--- config.mk ---
export PLATFORM = sky130hd
export DESIGN_NAME = npn_sweep_ctrl_flat
export DESIGN_NICKNAME = d
export VERILOG_FILES = /design/src/rtl/npn_sweep_ctrl_if.sv /design/src/rtl/npn_sweep_ctrl.sv /design/src/flat_wrapper.sv
export SDC_FILE = /design/constraint.sdc
export NUM_CORES = 1
export LEC_CHECK = 0
export CORE_MARGIN = 2
export CORE_UTILIZATION = 40
export DETAILED_ROUTE_END_ITERATION = 10
export SYNTH_ARGS = -nofsm -noshare
export SYNTH_HDL_FRONTEND = slang
export SYNTH_SLANG_ARGS = --single-unit
--- constraint.sdc ---
create_clock -name clk_i -period 5.1 [get_ports clk_i]
set_clock_uncertainty 0.05 [all_clocks]
set_input_delay 1.02 -clock clk_i [delete_from_list [all_inputs] [get_ports clk_i]]
set_output_delay 1.02 -clock clk_i [all_outputs]
set_load 0.01 [all_outputs]
--- src/rtl/npn_sweep_ctrl_if.sv ---
// rtl/npn_sweep_ctrl_if.sv - host-side bundle between a test harness and npn_sweep_ctrl
// Purpose: groups the sweep request, NPN configuration and result signals.
// Signals:
//   start, abort         host requests (master drives)
//   perm[7:0]            field i = perm[2i+1:2i], logical variable driving physical x_i
//   neg_mask[3:0]        physical input inversion mask
//   neg_out              sampled output inversion
//   expected[15:0]       reference truth table
//   busy, done           sweep status (slave drives)
//   truth_table[15:0]    last completed table, bit m = f(minterm m)
//   match, cfg_err       comparison result / invalid permutation flag
interface npn_sweep_ctrl_if;
  logic        start;
  logic        abort;
  logic [7:0]  perm;
  logic [3:0]  neg_mask;
  logic        neg_out;
  logic [15:0] expected;
  logic        busy;
  logic        done;
  logic [15:0] truth_table;
  logic        match;
  logic        cfg_err;

  modport master (
    output start, abort, perm, neg_mask, neg_out, expected,
    input  busy, done, truth_table, match, cfg_err
  );

  modport slave (
    input  start, abort, perm, neg_mask, neg_out, expected,
    output busy, done, truth_table, match, cfg_err
  );
endinterface

--- src/rtl/npn_sweep_ctrl.sv ---
// rtl/npn_sweep_ctrl.sv - NPN-transformed 16-minterm sweep of a 4-input function block
// Purpose: drives x0..x3 through all 16 minterms under a captured permutation and
//   negation, samples y0 per minterm into a shadow table, then publishes the table
//   and its comparison with the captured expected table.
// Ports:
//   clk_i          clock, all state on rising edge
//   rst_i          synchronous active-high reset
//   host           npn_sweep_ctrl_if.slave: request, configuration and results
//   x0_o..x3_o     registered drive to the function block
//   y0_i           function block output
module npn_sweep_ctrl #(
  parameter int unsigned SETTLE_CYCLES = 1
) (
  input  logic                  clk_i,
  input  logic                  rst_i,
  npn_sweep_ctrl_if.slave       host,
  output logic                  x0_o,
  output logic                  x1_o,
  output logic                  x2_o,
  output logic                  x3_o,
  input  logic                  y0_i
);

  localparam logic [3:0] SETTLE_LAST = 4'(SETTLE_CYCLES);

  typedef enum logic [1:0] {S_IDLE, S_RUN, S_FIN} state_t;

  state_t      state_q, state_d;
  logic [3:0]  m_q, m_d;
  logic [3:0]  hold_q, hold_d;
  logic [7:0]  perm_q, perm_d;
  logic [3:0]  negm_q, negm_d;
  logic        nego_q, nego_d;
  logic [15:0] exp_q, exp_d;
  logic [15:0] shadow_q, shadow_d;
  logic [3:0]  x_q, x_d;
  logic [15:0] tt_q, tt_d;
  logic        match_q, match_d;
  logic        cfg_err_q, cfg_err_d;
  logic        sample;
  logic [15:0] full;

  // Physical input i takes logical variable perm field i, optionally inverted.
  function automatic logic [3:0] map_vec(input logic [3:0] m, input logic [7:0] p,
                                         input logic [3:0] n);
    logic [3:0] r;
    r = '0;
    for (int i = 0; i < 4; i++) begin
      r[i] = m[p[2*i +: 2]] ^ n[i];
    end
    return r;
  endfunction

  function automatic logic perm_ok(input logic [7:0] p);
    logic ok;
    ok = 1'b1;
    for (int i = 0; i < 4; i++) begin
      for (int j = i + 1; j < 4; j++) begin
        if (p[2*i +: 2] == p[2*j +: 2]) ok = 1'b0;
      end
    end
    return ok;
  endfunction

  always_ff @(posedge clk_i) begin
    if (rst_i) begin
      state_q   <= S_IDLE;
      m_q       <= '0;
      hold_q    <= '0;
      perm_q    <= '0;
      negm_q    <= '0;
      nego_q    <= 1'b0;
      exp_q     <= '0;
      shadow_q  <= '0;
      x_q       <= '0;
      tt_q      <= '0;
      match_q   <= 1'b0;
      cfg_err_q <= 1'b0;
    end else begin
      state_q   <= state_d;
      m_q       <= m_d;
      hold_q    <= hold_d;
      perm_q    <= perm_d;
      negm_q    <= negm_d;
      nego_q    <= nego_d;
      exp_q     <= exp_d;
      shadow_q  <= shadow_d;
      x_q       <= x_d;
      tt_q      <= tt_d;
      match_q   <= match_d;
      cfg_err_q <= cfg_err_d;
    end
  end

  always_comb begin
    state_d   = state_q;
    m_d       = m_q;
    hold_d    = hold_q;
    perm_d    = perm_q;
    negm_d    = negm_q;
    nego_d    = nego_q;
    exp_d     = exp_q;
    shadow_d  = shadow_q;
    x_d       = x_q;
    tt_d      = tt_q;
    match_d   = match_q;
    cfg_err_d = cfg_err_q;
    sample    = y0_i ^ nego_q;
    full      = shadow_q;

    case (state_q)
      S_IDLE: begin
        if (host.start && !host.abort) begin
          perm_d = host.perm;
          negm_d = host.neg_mask;
          nego_d = host.neg_out;
          exp_d  = host.expected;
          if (!perm_ok(host.perm)) begin
            // Invalid permutation: report through the FIN done pulse, table untouched.
            cfg_err_d = 1'b1;
            match_d   = 1'b0;
            state_d   = S_FIN;
          end else begin
            cfg_err_d = 1'b0;
            m_d       = '0;
            hold_d    = '0;
            shadow_d  = '0;
            x_d       = map_vec(4'd0, host.perm, host.neg_mask);
            state_d   = S_RUN;
          end
        end
      end

      S_RUN: begin
        if (host.abort) begin
          x_d     = '0;
          state_d = S_IDLE;
        end else if (hold_q == SETTLE_LAST) begin
          hold_d   = '0;
          full[m_q] = sample;
          shadow_d = full;
          if (m_q == 4'd15) begin
            // Publish on entry to FIN so results are valid alongside done.
            x_d     = '0;
            tt_d    = full;
            match_d = (full == exp_q);
            state_d = S_FIN;
          end else begin
            m_d = m_q + 4'd1;
            x_d = map_vec(m_q + 4'd1, perm_q, negm_q);
          end
        end else begin
          hold_d = hold_q + 4'd1;
        end
      end

      S_FIN: state_d = S_IDLE;

      default: state_d = S_IDLE;
    endcase
  end

  assign host.busy        = (state_q == S_RUN);
  assign host.done        = (state_q == S_FIN);
  assign host.truth_table = tt_q;
  assign host.match       = match_q;
  assign host.cfg_err     = cfg_err_q;

  assign x0_o = x_q[0];
  assign x1_o = x_q[1];
  assign x2_o = x_q[2];
  assign x3_o = x_q[3];

endmodule
--- src/flat_wrapper.sv ---
// flat-port wrapper written by rule: the top's interface ports become plain ports
module npn_sweep_ctrl_flat 
#(
  parameter int unsigned SETTLE_CYCLES = 1
)
  (clk_i, rst_i, x0_o, x1_o, x2_o, x3_o, y0_i, host_start, host_abort, host_perm, host_neg_mask, host_neg_out, host_expected, host_busy, host_done, host_truth_table, host_match, host_cfg_err);
  npn_sweep_ctrl_if host_i ();
  input  logic clk_i;
  input  logic rst_i;
  output logic x0_o;
  output logic x1_o;
  output logic x2_o;
  output logic x3_o;
  input  logic y0_i;
  input wire logic [$bits(host_i.start)-1:0] host_start;
  input wire logic [$bits(host_i.abort)-1:0] host_abort;
  input wire logic [$bits(host_i.perm)-1:0] host_perm;
  input wire logic [$bits(host_i.neg_mask)-1:0] host_neg_mask;
  input wire logic [$bits(host_i.neg_out)-1:0] host_neg_out;
  input wire logic [$bits(host_i.expected)-1:0] host_expected;
  output wire logic [$bits(host_i.busy)-1:0] host_busy;
  output wire logic [$bits(host_i.done)-1:0] host_done;
  output wire logic [$bits(host_i.truth_table)-1:0] host_truth_table;
  output wire logic [$bits(host_i.match)-1:0] host_match;
  output wire logic [$bits(host_i.cfg_err)-1:0] host_cfg_err;
  assign host_i.start = host_start;
  assign host_i.abort = host_abort;
  assign host_i.perm = host_perm;
  assign host_i.neg_mask = host_neg_mask;
  assign host_i.neg_out = host_neg_out;
  assign host_i.expected = host_expected;
  assign host_busy = host_i.busy;
  assign host_done = host_i.done;
  assign host_truth_table = host_i.truth_table;
  assign host_match = host_i.match;
  assign host_cfg_err = host_i.cfg_err;
  npn_sweep_ctrl #(.SETTLE_CYCLES(SETTLE_CYCLES)) u_core (.clk_i(clk_i), .rst_i(rst_i), .host(host_i), .x0_o(x0_o), .x1_o(x1_o), .x2_o(x2_o), .x3_o(x3_o), .y0_i(y0_i));
endmodule
### After elaboration in Yosys (flattened, before gate mapping)

Index checks and enable logic that the tools add are counted.

| storage, ports and cells | value |
|---|---|
| input port bits | 34 |
| register bits | 77 |
| logic and storage cells | 127 |
| memories kept | 0 |
| output and inout bits | 24 |
| memory bits (read-only) | 0 |
| latch bits | 0 |
| bits in writable memories | 0 |

| cells by class | value |
|---|---|
| equal/unequal tests | 20 |
| shift-type cells | 0 |
| $add $sub $neg | 2 |
| bitwise gates (word level) | 10 |
| reduce and logical (&&, ||, !) cells | 13 |
| multipliers | 0 |
| muxes and demuxes | 60 |
| divide/modulo/power cells | 0 |
| magnitude comparators | 10 |

Operators by type and width:

| kind | number |
|---|---|
| $mux W16 | 4 |
| $mux W4 | 12 |
| $pmux W16 S2 | 1 |
| $lt A2 B3 Y1 const B | 8 |
| $pmux W4 S2 | 3 |
| $mux W1 | 23 |
| $bmux W1 S2 | 8 |
| $bwmux W16 | 1 |
| $eq A16 B16 Y1 | 1 |
| $eq A2 B2 Y1 | 6 |
| $reduce_and A4 Y1 | 3 |
| $reduce_and A6 Y1 | 2 |
| $mux W2 | 5 |
| $xor A1 B1 Y1 | 9 |
| $add A4 B1 Y4 const B | 2 |
| $ne A2 B1 Y1 const B | 4 |
| $ne A2 B2 Y1 const B | 3 |
| $ne A3 B2 Y1 const B | 2 |
| $lt A4 B5 Y1 const B | 1 |
| $reduce_and A5 Y1 | 1 |
| $demux W1 S4 | 1 |
| $eq A4 B1 Y1 const B | 1 |
| $eq A4 B4 Y1 const B | 1 |
| $ge A4 B1 Y1 const B | 1 |
| other kinds (11) | 12 |

### Depth between registers and ports, before layout

| logic depth | value |
|---|---|
| word-level depth | 12 |
| gate-level depth with buffers | 9 |
| depth with buffers taken out | 8 |

### Worst setup path before layout

OpenSTA, ideal clock, no wires.

| path | value |
|---|---|
| path type | in2reg |
| start point | in host_perm[5] |
| end point | reg u_core.shadow_q[10] |
| setup slack | 2.701 ns |
| arrival | 2.236 ns |
| required time | 4.936 ns |
| cell stages on the path | 8 |
| cell sequence | xor2_1 > o22ai_2 > nor4b_4 > or2_1 > buf_6 > a21oi_4 > buf_6 > a21o_1 |

| on the way | value |
|---|---|
| longest elaborated chain between the ends | 10 |

Ends and longest elaborated chain:

| what | RTL line | text |
|---|---|---|
| start, declared | flat_wrapper.sv:17 | `input wire logic [$bits(host_i.perm)-1:0] host_perm;` |
| $eq A2 B2 Y1 | npn_sweep_ctrl.sv:59 | `if (p[2*i +: 2] == p[2*j +: 2]) ok = 1'b0;` |
| $mux W1 (4 in a row) | npn_sweep_ctrl.sv:59 |  |
| $mux W1 * | npn_sweep_ctrl.sv:59 |  |
| $mux W1 * | npn_sweep_ctrl.sv:113 | `if (host.start && !host.abort) begin` |
| $mux W1 * | npn_sweep_ctrl.sv:111 | `case (state_q)` |
| $ne A2 B1 Y1 (no line) * | - |  |
| $reduce_and A5 Y1 (no line) * | - |  |
| end signal, assigned | npn_sweep_ctrl.sv:87 | `shadow_q <= shadow_d;` |
| end, declared | npn_sweep_ctrl.sv:35 | `logic [15:0] shadow_q, shadow_d;` |

Every way passes the cells marked *; elsewhere a longest branch is shown, timed or not. The select of a mux whose other input is x is not followed.
A chain may end at the register's enable or synchronous reset.

### Worst setup path after layout

| path | value |
|---|---|
| start point | reg u_core.state_q[0] |
| end point | out host_busy |

| on the way | value |
|---|---|
| longest elaborated chain between the ends | 1 |

Ends and longest elaborated chain:

| what | RTL line | text |
|---|---|---|
| start, declared | npn_sweep_ctrl.sv:28 | `state_t state_q, state_d;` |
| start signal, assigned | npn_sweep_ctrl.sv:80 | `state_q <= state_d;` |
| $eq A2 B1 Y1 | npn_sweep_ctrl.sv:163 | `assign host.busy = (state_q == S_RUN);` |
| end, declared | flat_wrapper.sv:21 | `output wire logic [$bits(host_i.busy)-1:0] host_busy;` |

Every way passes these cells.

==> metrics <==
yosys warns 0; largest net degree at the start of global routing 54; root cell of the clock tree clkbuf_8; Post-synth EDFFs 0; final setup margin 2147 ps; Cell Int Power 1.009 mW; total core area 10,370 um^2; Mapped Cells 540; Max Fclk 338.6 MHz; Worst Tran Pin Value 942.3 ps; 1st-pass router iterations 6; total CTS buffers 9; worst-skew pair later-pin latency 350 ps; final setup TNS 0 ps; Final Max Slew Viols 0; WL/cell 16.70 um; vias in the first global route 3,675; CTS Sinks 77; DIE WIDTH 107.4 um; full die area 11,540 um^2; share of cells above drive strength 1 0.06667; status finished, final reports clean; slowest CP cell clkdlybuf4s50_1; I/O pins 58; P_leak 1.874 nW; cells along the critical path inv_2 > nor2_1 > clkdlybuf4s50_1; mean post-synth cell area 7.927 um^2; Post-Layout Cell Count 721; switching part of the total power 0.2806; most frequent cells in the layout nand2_1, a21oi_1, dfxtp_1, clkdlybuf4s50_1, nor2_1; RSZ-0062 raised after global routing false; Psw 393.5 uW; commonest non-fill, non-tap cell in the layout nand2_1; Buffers on Ports 57; Routed WL 12,040 um; WP data arrival 1880 ps; DRT iter0 DRCs 442; Largest delay share family, worst path buffers and inverters; critical path class register to output pin; largest stage delay on the critical path 590 ps; DP Worst Slack 1826 ps; max_cap viols 0; Clock power frac 0.367; sequential share of power 0.469; final setup vio count 0; worst hold path class register to register; period utilisation layout 0.5791; via count 4,000; Syn Std Cell Area 4280 um^2; antenna cell count 0; global route overflow 0; Routed Antenna Nets 0; Crit path buffers/inverters 2; Main synth FF type dfxtp_1; post-DP HPWL 8527 um; Post-CTS Setup Repair Bufs 0; effective utilization at floorplan 0.4128; Slew HR 0.3713; Max H-tree Level 3; Placed Area 4917 um^2; first-pass GRT wire length 19,490 um; Hold Buf Count CTS 0; Critical Path End Type output pin; Longest Clk Path Bufs 2; # DRC 0; Async S/R FF share, synth 0; nets 620; antenna violations before repair 0; final RePlAce weighted congestion 0.9635; Final min period 2953 ps; CTS tree yes; FP Rows 37; Netlist cell types 61; Crit path required time 4030 ps; Critical Path Source Type register; Inst Count DP 705; vias per cell 5.548; worst vdd ir 0.0001213 V; Comb power frac 0.165; Die Span Y 107.4 um; final instance area 5134 um^2; critical-path maximum fanout 11; synth-to-layout area growth 19.94%; Clock transition at path regs 80 ps; Seq/Total Area, Yosys 0.3601; total track usage 0.2154; post_cts resized 0; Layout Utilization 0.4951; Syn Nets 580; Power per Cell Area 273.2 nW/um^2; final hold viol count 0; FF+latch count, synth 77
## routing by layer
layer | part of all wire | vias to the layer above | global-route usage
li1 | - | 1974 | -
met5 | 0 | - | 0
met4 | 0.014 | 0 | 0.06960
met1 | 0.46 | 1879 | 0.2950
met2 | 0.46 | 132 | 0.3476
met3 | 0.065 | 15 | 0.03329
## synth_stat cells, drive strengths merged (5+ instances only)
| cell | n | area, um^2 |
|---|---|---|
| a221oi | 7 | 61.31 |
| and3b | 5 | 43.79 |
| buf | 8 | 57.55 |
| dfxtp | 77 | 1541 |
| nand3b | 5 | 37.54 |
| nor2b | 15 | 93.84 |
| a21oi | 86 | 441.7 |
| ha | 6 | 75.07 |
| clkbuf | 26 | 98.84 |
| xor2 | 19 | 166.4 |
| nand2 | 93 | 349.1 |
| nand2b | 11 | 68.82 |
| nor2 | 36 | 142.6 |
| inv | 13 | 48.79 |
| xnor2 | 13 | 121.4 |
| nor3 | 14 | 75.07 |
| o22ai | 7 | 62.56 |
| o21ai | 11 | 55.05 |
| nand3 | 15 | 75.07 |
| a21o | 16 | 120.1 |
| nor3b | 7 | 57.55 |
## path summary, 6_finish.rpt
kind / start / endpoint / slack, ps / cells after the start
setup / recovery: u_core.state_q[0]$_SDFFE_PP0P_ / host_busy / 2150 / 3
hold / removal: u_core.perm_q[5]$_SDFFE_PP0P_ / u_core.perm_q[5]$_SDFFE_PP0P_ / 420 / 2
setup reg to reg: u_core.m_q[0]$_SDFFE_PP0P_ / u_core.x_q[0]$_SDFFE_PP0P_ / 2520 / 6
hold reg to reg: u_core.perm_q[5]$_SDFFE_PP0P_ / u_core.perm_q[5]$_SDFFE_PP0P_ / 420 / 2
## layout make-up
type / count / area (um^2)
flip-flops and latches: 77 / 1541
well taps: 136 / 170.2
fillers: 1045 / 5236
clock inverters: 5 / 85.08
clock buffers: 11 / 131.4
multi-input cells: 416 / 2546
inverters: 13 / 48.80
repair buffers: 63 / 610.6
## registers in the layout (all words and copies together), names as in the netlist
register	flops
u_core.nego_q	1
u_core.m_q	4
u_core.negm_q	4
u_core.state_q	2
u_core.host.cfg_err	1
u_core.host.truth_table	16
u_core.exp_q	16
u_core.shadow_q	16
u_core.perm_q	8
u_core.host.match	1
u_core.hold_q	4
u_core.x_q	4
## stage by stage
| stage | hold WS, ps | power, mW |
|---|---|---|
| after floorplan | 391.4 | 0.8138 |
| after global placement | 403.1 | 0.8996 |
| after detailed placement | 411.6 | 0.9016 |
| after CTS | 421.9 | 1.415 |
| after global routing | 438.9 | 1.464 |
| final | 419.5 | 1.402 |
## power by group through the flow
stage               clock network, mW  logic, mW  registers [mW]
finish                          0.514      0.231           0.657
global route                    0.550      0.253           0.661
CTS                             0.526      0.231           0.657
detailed placement                  0      0.230           0.671
global placement                    0      0.229           0.671
floorplan                           0      0.156           0.658
## worst min-delay path, delay by kind of cell, from the launching register on
family,cells,cell delay (ps)
and+or+nand+nor,1,50
DFF,1,320
AOI/OAI and AO/OA,1,50
## cell families after synthesis
group                    Yosys count  share of synthesized area
AO/OA/AOI/OAI                    153                     0.2254
XOR/XNOR                          32                    0.06723
adder cells (fa/ha/maj)            6                    0.01754
buffers and inverters             47                    0.04794
flip-flops                        77                     0.3601
multiplexers                       9                    0.03332
AND/OR/NAND/NOR                  216                     0.2485
Power figures use the tool's default switching activity.
